### src/rtl/pcie_pipe_pkg.sv
// Shared PIPE receive definitions.
// COM symbol, deskew states and lane slicing helpers.
package pcie_pipe_pkg;

  localparam logic [7:0] COM_SYMBOL = 8'hBC;

  typedef enum logic [1:0] {
    DS_IDLE,
    DS_SEARCH,
    DS_ALIGNED
  } deskewState_t;

  function automatic int laneLsb(
    input int lane,
    input int width
  );
    return lane * width;
  endfunction

  function automatic int busWidth(
    input int lanes,
    input int width
  );
    return lanes * width;
  endfunction

endpackage

### src/rtl/lane_fifo.sv
// Per-lane synchronous FIFO with flush.
// Head entry is visible combinationally.
module lane_fifo #(
  parameter int WIDTH = 9,
  parameter int DEPTH = 8
) (
  input  logic             clk,
  input  logic             reset,
  input  logic             flush,
  input  logic             wrEn,
  input  logic             rdEn,
  input  logic [WIDTH-1:0] wrData,
  output logic [WIDTH-1:0] head,
  output logic             full,
  output logic             empty
);

  localparam int AW = $clog2(DEPTH);

  logic [WIDTH-1:0] mem [DEPTH];
  logic [AW:0]      wrPtr;
  logic [AW:0]      rdPtr;
  logic             doWr;
  logic             doRd;

  assign empty = wrPtr == rdPtr;
  assign full  = (wrPtr[AW] != rdPtr[AW]) &&
                 (wrPtr[AW-1:0] == rdPtr[AW-1:0]);
  assign doRd  = rdEn && !empty;
  // A read in the same cycle frees the slot a full FIFO writes into.
  assign doWr  = wrEn && (!full || doRd);
  assign head  = mem[rdPtr[AW-1:0]];

  always_ff @(posedge clk) begin
    if (reset || flush) begin
      wrPtr <= '0;
      rdPtr <= '0;
    end else begin
      if (doWr) wrPtr <= wrPtr + (AW+1)'(1);
      if (doRd) rdPtr <= rdPtr + (AW+1)'(1);
    end
  end

  always_ff @(posedge clk) begin
    if (doWr && !flush) mem[wrPtr[AW-1:0]] <= wrData;
  end

endmodule

### src/rtl/rx_lane_deskew.sv
// Multi-lane Rx deskew: aligns active lanes on a common COM
// and emits one lane-aligned symbol vector per cycle.
module rx_lane_deskew
  import pcie_pipe_pkg::*;
#(
  parameter int         LANESNUMBER = 16,
  parameter int         PIPEWIDTH   = 8,
  parameter int         DEPTH       = 8,
  parameter logic [7:0] COM         = COM_SYMBOL
) (
  input  logic                             CLK,
  input  logic                             reset,
  input  logic                             enable,
  input  logic [LANESNUMBER-1:0]           activeLanes,
  input  logic [PIPEWIDTH*LANESNUMBER-1:0] RxData,
  input  logic [LANESNUMBER-1:0]           RxDataK,
  input  logic [LANESNUMBER-1:0]           RxValid,
  output logic [PIPEWIDTH*LANESNUMBER-1:0] DeskewData,
  output logic [LANESNUMBER-1:0]           DeskewDataK,
  output logic                             DeskewValid,
  output logic                             aligned,
  output logic                             skewError,
  output logic [$clog2(DEPTH)-1:0]         maxSkew
);

  localparam int SW = $clog2(DEPTH);
  localparam int FW = PIPEWIDTH + 1;
  localparam int BW = busWidth(LANESNUMBER, PIPEWIDTH);
  localparam logic [PIPEWIDTH-1:0] COMW = PIPEWIDTH'(COM);

  deskewState_t state;
  deskewState_t nextState;

  logic [LANESNUMBER-1:0] act;
  logic [LANESNUMBER-1:0] started;
  logic [LANESNUMBER-1:0] isCom;
  logic [LANESNUMBER-1:0] wrEn;
  logic [LANESNUMBER-1:0] rdEn;
  logic [LANESNUMBER-1:0] full;
  logic [LANESNUMBER-1:0] empty;
  logic [LANESNUMBER-1:0] headCom;
  logic [LANESNUMBER-1:0] ovfLane;
  logic [LANESNUMBER-1:0] headK;
  logic [BW-1:0]          headData;
  logic [SW-1:0]          skewCnt;

  logic running;
  logic anyStarted;
  logic allStarted;
  logic allNonEmpty;
  logic allHeadCom;
  logic anyHeadCom;
  logic lockNow;
  logic rdAll;
  logic misalign;
  logic err;
  logic flush;

  for (genvar i = 0; i < LANESNUMBER; i++) begin : gLane
    logic [PIPEWIDTH-1:0] sym;
    logic [FW-1:0]        headW;

    assign sym = RxData[laneLsb(i, PIPEWIDTH) +: PIPEWIDTH];
    assign isCom[i] = RxValid[i] && RxDataK[i] && (sym == COMW);
    // Before its COM a lane discards; afterwards it keeps every valid symbol.
    assign wrEn[i] = running && act[i] &&
                     (started[i] ? RxValid[i] : isCom[i]);
    assign rdEn[i] = rdAll && act[i];
    assign headCom[i] = !empty[i] && headW[PIPEWIDTH] &&
                        (headW[PIPEWIDTH-1:0] == COMW);
    assign ovfLane[i] = wrEn[i] && full[i] && !rdEn[i];
    assign headData[laneLsb(i, PIPEWIDTH) +: PIPEWIDTH] =
      act[i] ? headW[PIPEWIDTH-1:0] : '0;
    assign headK[i] = act[i] && headW[PIPEWIDTH];

    lane_fifo #(
      .WIDTH (FW),
      .DEPTH (DEPTH)
    ) uFifo (
      .clk    (CLK),
      .reset  (reset),
      .flush  (flush),
      .wrEn   (wrEn[i]),
      .rdEn   (rdEn[i]),
      .wrData ({RxDataK[i], sym}),
      .head   (headW),
      .full   (full[i]),
      .empty  (empty[i])
    );
  end

  assign running     = enable && (state != DS_IDLE);
  assign anyStarted  = |(started & act);
  assign allStarted  = &(started | ~act);
  assign allNonEmpty = (|act) && (&(~empty | ~act));
  assign allHeadCom  = (|act) && (&(headCom | ~act));
  assign anyHeadCom  = |(headCom & act);
  assign lockNow     = (state == DS_SEARCH) && allHeadCom;
  assign rdAll       = lockNow ||
                       ((state == DS_ALIGNED) && allNonEmpty);
  assign misalign    = (state == DS_ALIGNED) && allNonEmpty &&
                       anyHeadCom && !allHeadCom;
  assign err         = running && ((|ovfLane) || misalign);
  assign flush       = !enable || err || (state == DS_IDLE);

  always_ff @(posedge CLK) begin
    if (reset) state <= DS_IDLE;
    else       state <= nextState;
  end

  always_comb begin
    nextState = state;
    unique case (state)
      DS_IDLE:    if (enable) nextState = DS_SEARCH;
      DS_SEARCH:  if (lockNow && !err) nextState = DS_ALIGNED;
      DS_ALIGNED: if (err) nextState = DS_SEARCH;
      default:    nextState = DS_IDLE;
    endcase
    if (!enable) nextState = DS_IDLE;
  end

  always_ff @(posedge CLK) begin
    if (reset) begin
      act     <= '0;
      started <= '0;
      skewCnt <= '0;
    end else begin
      if ((state == DS_IDLE) && enable) act <= activeLanes;
      if (flush) begin
        started <= '0;
        skewCnt <= '0;
      end else begin
        started <= started | wrEn;
        // Runs from the first lane's COM until the last lane's COM.
        if (!anyStarted)
          skewCnt <= '0;
        else if (!allStarted && (skewCnt != '1))
          skewCnt <= skewCnt + SW'(1);
      end
    end
  end

  always_ff @(posedge CLK) begin
    if (reset || !enable) begin
      DeskewData  <= '0;
      DeskewDataK <= '0;
      DeskewValid <= 1'b0;
      aligned     <= 1'b0;
      skewError   <= 1'b0;
      maxSkew     <= '0;
    end else begin
      skewError   <= err;
      DeskewValid <= rdAll && !err;
      DeskewData  <= (rdAll && !err) ? headData : '0;
      DeskewDataK <= (rdAll && !err) ? headK : '0;
      aligned     <= nextState == DS_ALIGNED;
      if (state == DS_IDLE)
        maxSkew <= '0;
      else if (lockNow && !err)
        maxSkew <= skewCnt;
    end
  end

endmodule
### config.mk
export PLATFORM = sky130hd
export DESIGN_NAME = rx_lane_deskew
export DESIGN_NICKNAME = d
export VERILOG_FILES = /design/src/rtl/pcie_pipe_pkg.sv /design/src/rtl/lane_fifo.sv /design/src/rtl/rx_lane_deskew.sv
export SDC_FILE = /design/constraint.sdc
export NUM_CORES = 2
export LEC_CHECK = 0
export BUFFER_PORTS_ARGS = -buffer_cell sky130_fd_sc_hd__buf_2
export CAP_MARGIN = 20
export CORE_ASPECT_RATIO = 1.75
export CORE_MARGIN = 2
export CORE_UTILIZATION = 40
export DETAILED_ROUTE_END_ITERATION = 8
export MAX_ROUTING_LAYER = met4
export PLACE_DENSITY = 0.65
export SYNTH_ARGS = -nofsm -noshare
export SYNTH_HDL_FRONTEND = slang
export SYNTH_HIERARCHICAL = 1
export SYNTH_SLANG_ARGS = --single-unit
### constraint.sdc
create_clock -name CLK -period 5.4 [get_ports CLK]
set_input_delay 1.08 -clock CLK [delete_from_list [all_inputs] [get_ports CLK]]
set_output_delay 1.08 -clock CLK [all_outputs]
set_load 0.05 [all_outputs]
# == Yosys cells after proc, flatten, opt, wreduce, memory -nomap -nowiden ==
# Memory sizes are Yosys's and may differ from the RTL's. A register that Yosys moved wholly into a read port is not among the register bits.
# Index checks and enable logic that the tools add are counted.
# classes
n_bitwise,26
n_addsub,33
mux,84
n_reduce_logical,340
eq_ne,84
# ops
op,n
$eq A8 B8 Y1 const B,32
$logic_and A1 B1 Y1,236
$add A4 B1 Y4 const B,32
$mux W3,32
$eq A4 B4 Y1,16
$or A16 B16 Y16,4
$reduce_or A16 Y1,4
$logic_not A1 Y1,53
$reduce_or A3 Y1,17
$eq A3 B3 Y1,16
$mux W1,48
$reduce_and A16 Y1,3
$and A16 B16 Y16,2
$not A16 Y16,2
$logic_or A1 B1 Y1,22
$not A1 Y1,18
$ne A1 B1 Y1,16
$mux W2,3
$pmux W2 S3,1
$reduce_or A2 Y1,3
$eq A2 B2 Y1 const B,2
$add A3 B1 Y3 const B,1
$ne A3 B3 Y1 const B,1
$eq A2 B1 Y1 const B,1
2 further kinds,2
# word_totals
output_inout_bits,150
mem_count,16
register_bits,315
ram_bits,1152
wordCells,640
# memory_table
memory,words,word_bits,read_ports,rd_clocked_by_memory_dff,write_ports,line,text
gLane[0].uFifo.mem,8,9,1,1,1,lane_fifo.sv:20,logic [WIDTH-1:0] mem [DEPTH];
gLane[10].uFifo.mem,8,9,1,1,1,lane_fifo.sv:20,
gLane[11].uFifo.mem,8,9,1,1,1,lane_fifo.sv:20,
gLane[12].uFifo.mem,8,9,1,1,1,lane_fifo.sv:20,
gLane[13].uFifo.mem,8,9,1,1,1,lane_fifo.sv:20,
gLane[14].uFifo.mem,8,9,1,1,1,lane_fifo.sv:20,
10 more memories,n/a,n/a,n/a,n/a,n/a,n/a,

# == Longest topological paths before layout ==
# logic_depth
word_depth,21
ltp_mapped,18

# == Hierarchy ==
# Netlist, hierarchy kept.
# by_module_without_submodules
module,cells_each,area_per_inst_um2,n_inst,seq_area_each_um2
lane_fifo (gLane[0].uFifo ...),191,3422.0,15,2382.3
rx_lane_deskew,795,7444.6,1,3743.6
lane_fifo (gLane[9].uFifo),189,3420.8,1,2382.3

# == Worst setup path before layout ==
# OpenSTA, ideal clock, no wires.
# synth_path
path_kind,register to register
from,register (tool-made name)
to,memory gLane[9].uFifo.mem[4][0] (enable)
t_arrival_ns,5.360
n_path_buf,5
path_stages_with_launch,17
setup_slack_ns,-0.359
cell_sequence,dfxtp_1 -> buf_2 -> buf_2 -> mux4_2 -> mux2_2 -> or4b_2 -> o31ai_2 -> nand4_1 -> nor4_2 -> a21boi_1 -> clkbuf_1 -> clkbuf_1 -> nor2_1 -> inv_1 -> and2_1 -> buf_2 -> nor4_1
# synth_rtl
item,line
"end, declared",lane_fifo.sv:20

==> metrics.yaml <==
ys_types: 70
wirelength_mm: 164
worst_pin_slew_ns: 1.11
tns_ns: 0
num_rows: 191
outcome: "completed"
peakVddDrop_mv: 0.356
firstDrtPassIters: 7
layout_min_cycle_time_ns: 5.13
whs_endpoint: "maxSkew[2]$_SDFFE_PP0P_"
die_w_um: 302
min-delay-start: "maxSkew[2]$_SDFFE_PP0P_"
hold_viol_final: 0
critPathKind: "register to register"
synth-edff-count: 1152
clk_path_buf_depth: 4
htree_num_levels: 4
end_kind: "register"
coreArea_um2: 155000
synth_seq_area_share: 0.673
synth_warnings: 6
dieArea_um2: 159000
vias_per_cell: 5.54
cts.sinks: 1515
final_util: 0.476
cts_tree: "built"
synth_cells: 3849
drt_first_iter_violations: 2681
syn_avg_cell_area_um2: 16.2
antenna_found_initial: 33
reg2reg_slack_ns: 0.27
crit_fanout: 9
regArea_um2: 41900
rsz0062_at_grt: "no"
insertion_delay_ns: 0.80
fin_skew_ns: 0.0529
drt.antenna.violating_nets: 0
cp.required_ns: 5.86
multiInputGateArea_um2: 19600
hpwl_mm: 122
drive_gt1_frac: 0.346
io_buffers: 328
setup_viol: 0
grt_pass1_wl_mm: 241
wl_per_cell_um: 24.9
grt.total_usage: 0.210
fill_cells: 13100
cts_buffers: 148
start_util: 0.402
gp_congestion: 0.851
synth.cell_area_um2: 62200
vias: 36500
start_kind: "register"
slew_headroom: 0.256
post-route-drc-count: 0
syn_nets: 4062
holdCritPathClass: "register to register"
clkTransAtPathRegs_ns: 0.07
period_share: 0.950
async_reset_ff_frac: 0
root_buffer: "clkbuf_16"
die_height_um: 526
grt_pass1_vias: 37800
arrival_ns: 5.59
p_leak_nw: 24.4
hold_path_depth: 2
overflow: 0
synth_flop_cell: "edfxtp_1"
rr_worst_depth: 14
power_density_nw_per_um2: 319
grt_max_degree: 51
ys_seq_elements: 1515
fmax_mhz: 195
nets: 4622
drv_slew: 0
num_io_pins: 329
area_growth_pct: 18.3
maxCapViolCount: 0
timing.rr.end: "gLane[11].uFifo/mem[5][8]$_DFFE_PP_"
-- power by group --
group / internal (mW) / total (mW) / switching (mW) / leakage, nW
logic: 0.136 / 0.496 / 0.360 / 8.81
registers: 12.5 / 12.5 / 0.0353 / 13.3
clock network: 6.05 / 10.5 / 4.42 / 2.33
total: 18.7 / 23.5 / 4.82 / 24.4
-- how the worst max path moves through the flow --
| stage | from | to | cells after the start |
|---|---|---|---|
| 3_5_place_dp | register | gLane[11].uFifo/mem[5][1]$_DFFE_PP_ | 16 |
| 6_report | register | gLane[11].uFifo/mem[5][8]$_DFFE_PP_ | 14 |
| 4_1_cts | register | gLane[11].uFifo/mem[5][8]$_DFFE_PP_ | 15 |
| 5_1_grt | register | gLane[11].uFifo/mem[4][0]$_DFFE_PP_ | 14 |
| 3_3_place_gp | register | register | 17 |
| 2_1_floorplan | register | gLane[9].uFifo/mem[4][0]$_DFFE_PP_ | 16 |
-- cells by family after synthesis --
family,after synthesis,share of synthesized area
fa+ha+maj,34,0.00684
flops,1515,0.673
xor+xnor,97,0.0184
mux,453,0.134
buf+inv,345,0.0260
compound gates,337,0.0400
simple gates,1068,0.102
-- flip-flops by register name (all words and copies together) (netlist names), 16 cells and up, named ones only --
name / cells
DeskewData: 128
DeskewDataK: 16
act: 16
gLane.uFifo/mem: 1152
gLane.uFifo/rdPtr: 64
gLane.uFifo/wrPtr: 64
started: 16
-- layout make-up --
| cell class | count | area share |
|---|---|---|
| antenna | 30 | 0.00102 |
| clock buffer | 185 | 0.0543 |
| clock inverter | 76 | 0.0115 |
| inverter | 102 | 0.00520 |
| multi-input combinational | 1989 | 0.266 |
| sequential | 1515 | 0.569 |
| tap | 2026 | 0.0344 |
| timing repair buffer | 653 | 0.0585 |
-- cells in the final DEF (no fill, tap or decap), types with 102 or more instances in the layout --
| cell | synthesis | routed |
|---|---|---|
| edfxtp_1 | 1152 | 1152 |
| dfxtp_1 | 363 | 362 |
| buf_2 | 49 | 328 |
| buf_4 | 5 | 307 |
| mux4_2 | 288 | 288 |
| clkbuf_16 | 0 | 152 |
| nand2_1 | 148 | 148 |
| and3_1 | 148 | 148 |
| mux2_2 | 144 | 144 |
| nor4_2 | 1 | 129 |
| nor2_1 | 108 | 108 |
| nand4_1 | 104 | 104 |
| inv_1 | 102 | 102 |
-- routing by layer --
metal,GRT usage,wire length [um],vias up
met4,0.0786,6050,0
li1,-,-,16500
met1,0.231,60800,18600
met5,-,0,-
met3,0.0339,8950,288
met2,0.376,87900,1053
-- critical path: stages (launching register included) --
cell	delay (ns)
dfxtp_1	0.55
mux4_2	0.61
mux2_2	0.31
or4b_2	0.69
o31ai_2	0.49
nand4_1	0.20
nor4_2	0.30
buf_4	0.18
a21boi_4	0.08
buf_4	0.18
nor2_1	0.26
inv_1	0.09
and2_1	0.32
nor4_2	0.31
buf_4	0.23
-- cell usage after synthesis (16+ instances only) --
master    number  share of area
buf_2         49         0.0039
mux2_2       144          0.026
mux4_2       288           0.10
or2_2         32         0.0032
and3_1       148          0.015
inv_1        102         0.0062
ha_1          34         0.0068
mux2i_1       21         0.0034
a31oi_1       34         0.0034
clkbuf_1     108         0.0065
xnor2_1       16         0.0023
and3_2        16         0.0019
or2b_1        16         0.0019
buf_6         32         0.0058
a211oi_1      32         0.0039
nor2_1       108         0.0065
or3_1         32         0.0032
nor3_1        57         0.0046
nand3_1       83         0.0067
nand2b_1      30         0.0030
o211ai_1      33         0.0040
o21ai_0       53         0.0043
a21oi_1       69         0.0056
o311ai_0      16         0.0023
nor4_1       192          0.019
and2_1        17         0.0017
xor2_1        64         0.0090
dfxtp_1      363           0.12
nand4_1      104          0.010
edfxtp_1    1152           0.56
buf_1         49         0.0030
a311o_1       16         0.0026
nor4_4        16         0.0055
nand2_1      148         0.0089
-- stage by stage --
step	setup slack (ns)	area, um^2	hold WS, ns	power, mW	instances
floorplan	-0.359	62900	0.462	12.9	3849
global placement	-0.0130	68600	0.481	13.3	6285
detailed placement	0.00431	68600	0.490	13.3	6285
CTS	0.0698	73500	0.492	23.8	6546
global route	0.00203	73600	0.519	24.2	6575
finish	0.270	73600	0.506	23.5	6576
-- what timing repair did --
| action | in CTS | in global routing |
|---|---|---|
| hold endpoints to repair | 0 | 0 |
| buffers inserted | 0 | 0 |
| hold buffers | 0 | 0 |
| endpoints found under the setup margin | 50 | 484 |
| resized for setup | 1 | 4 |
| pin swaps | 0 | 0 |
Power figures use the tool's default switching activity.
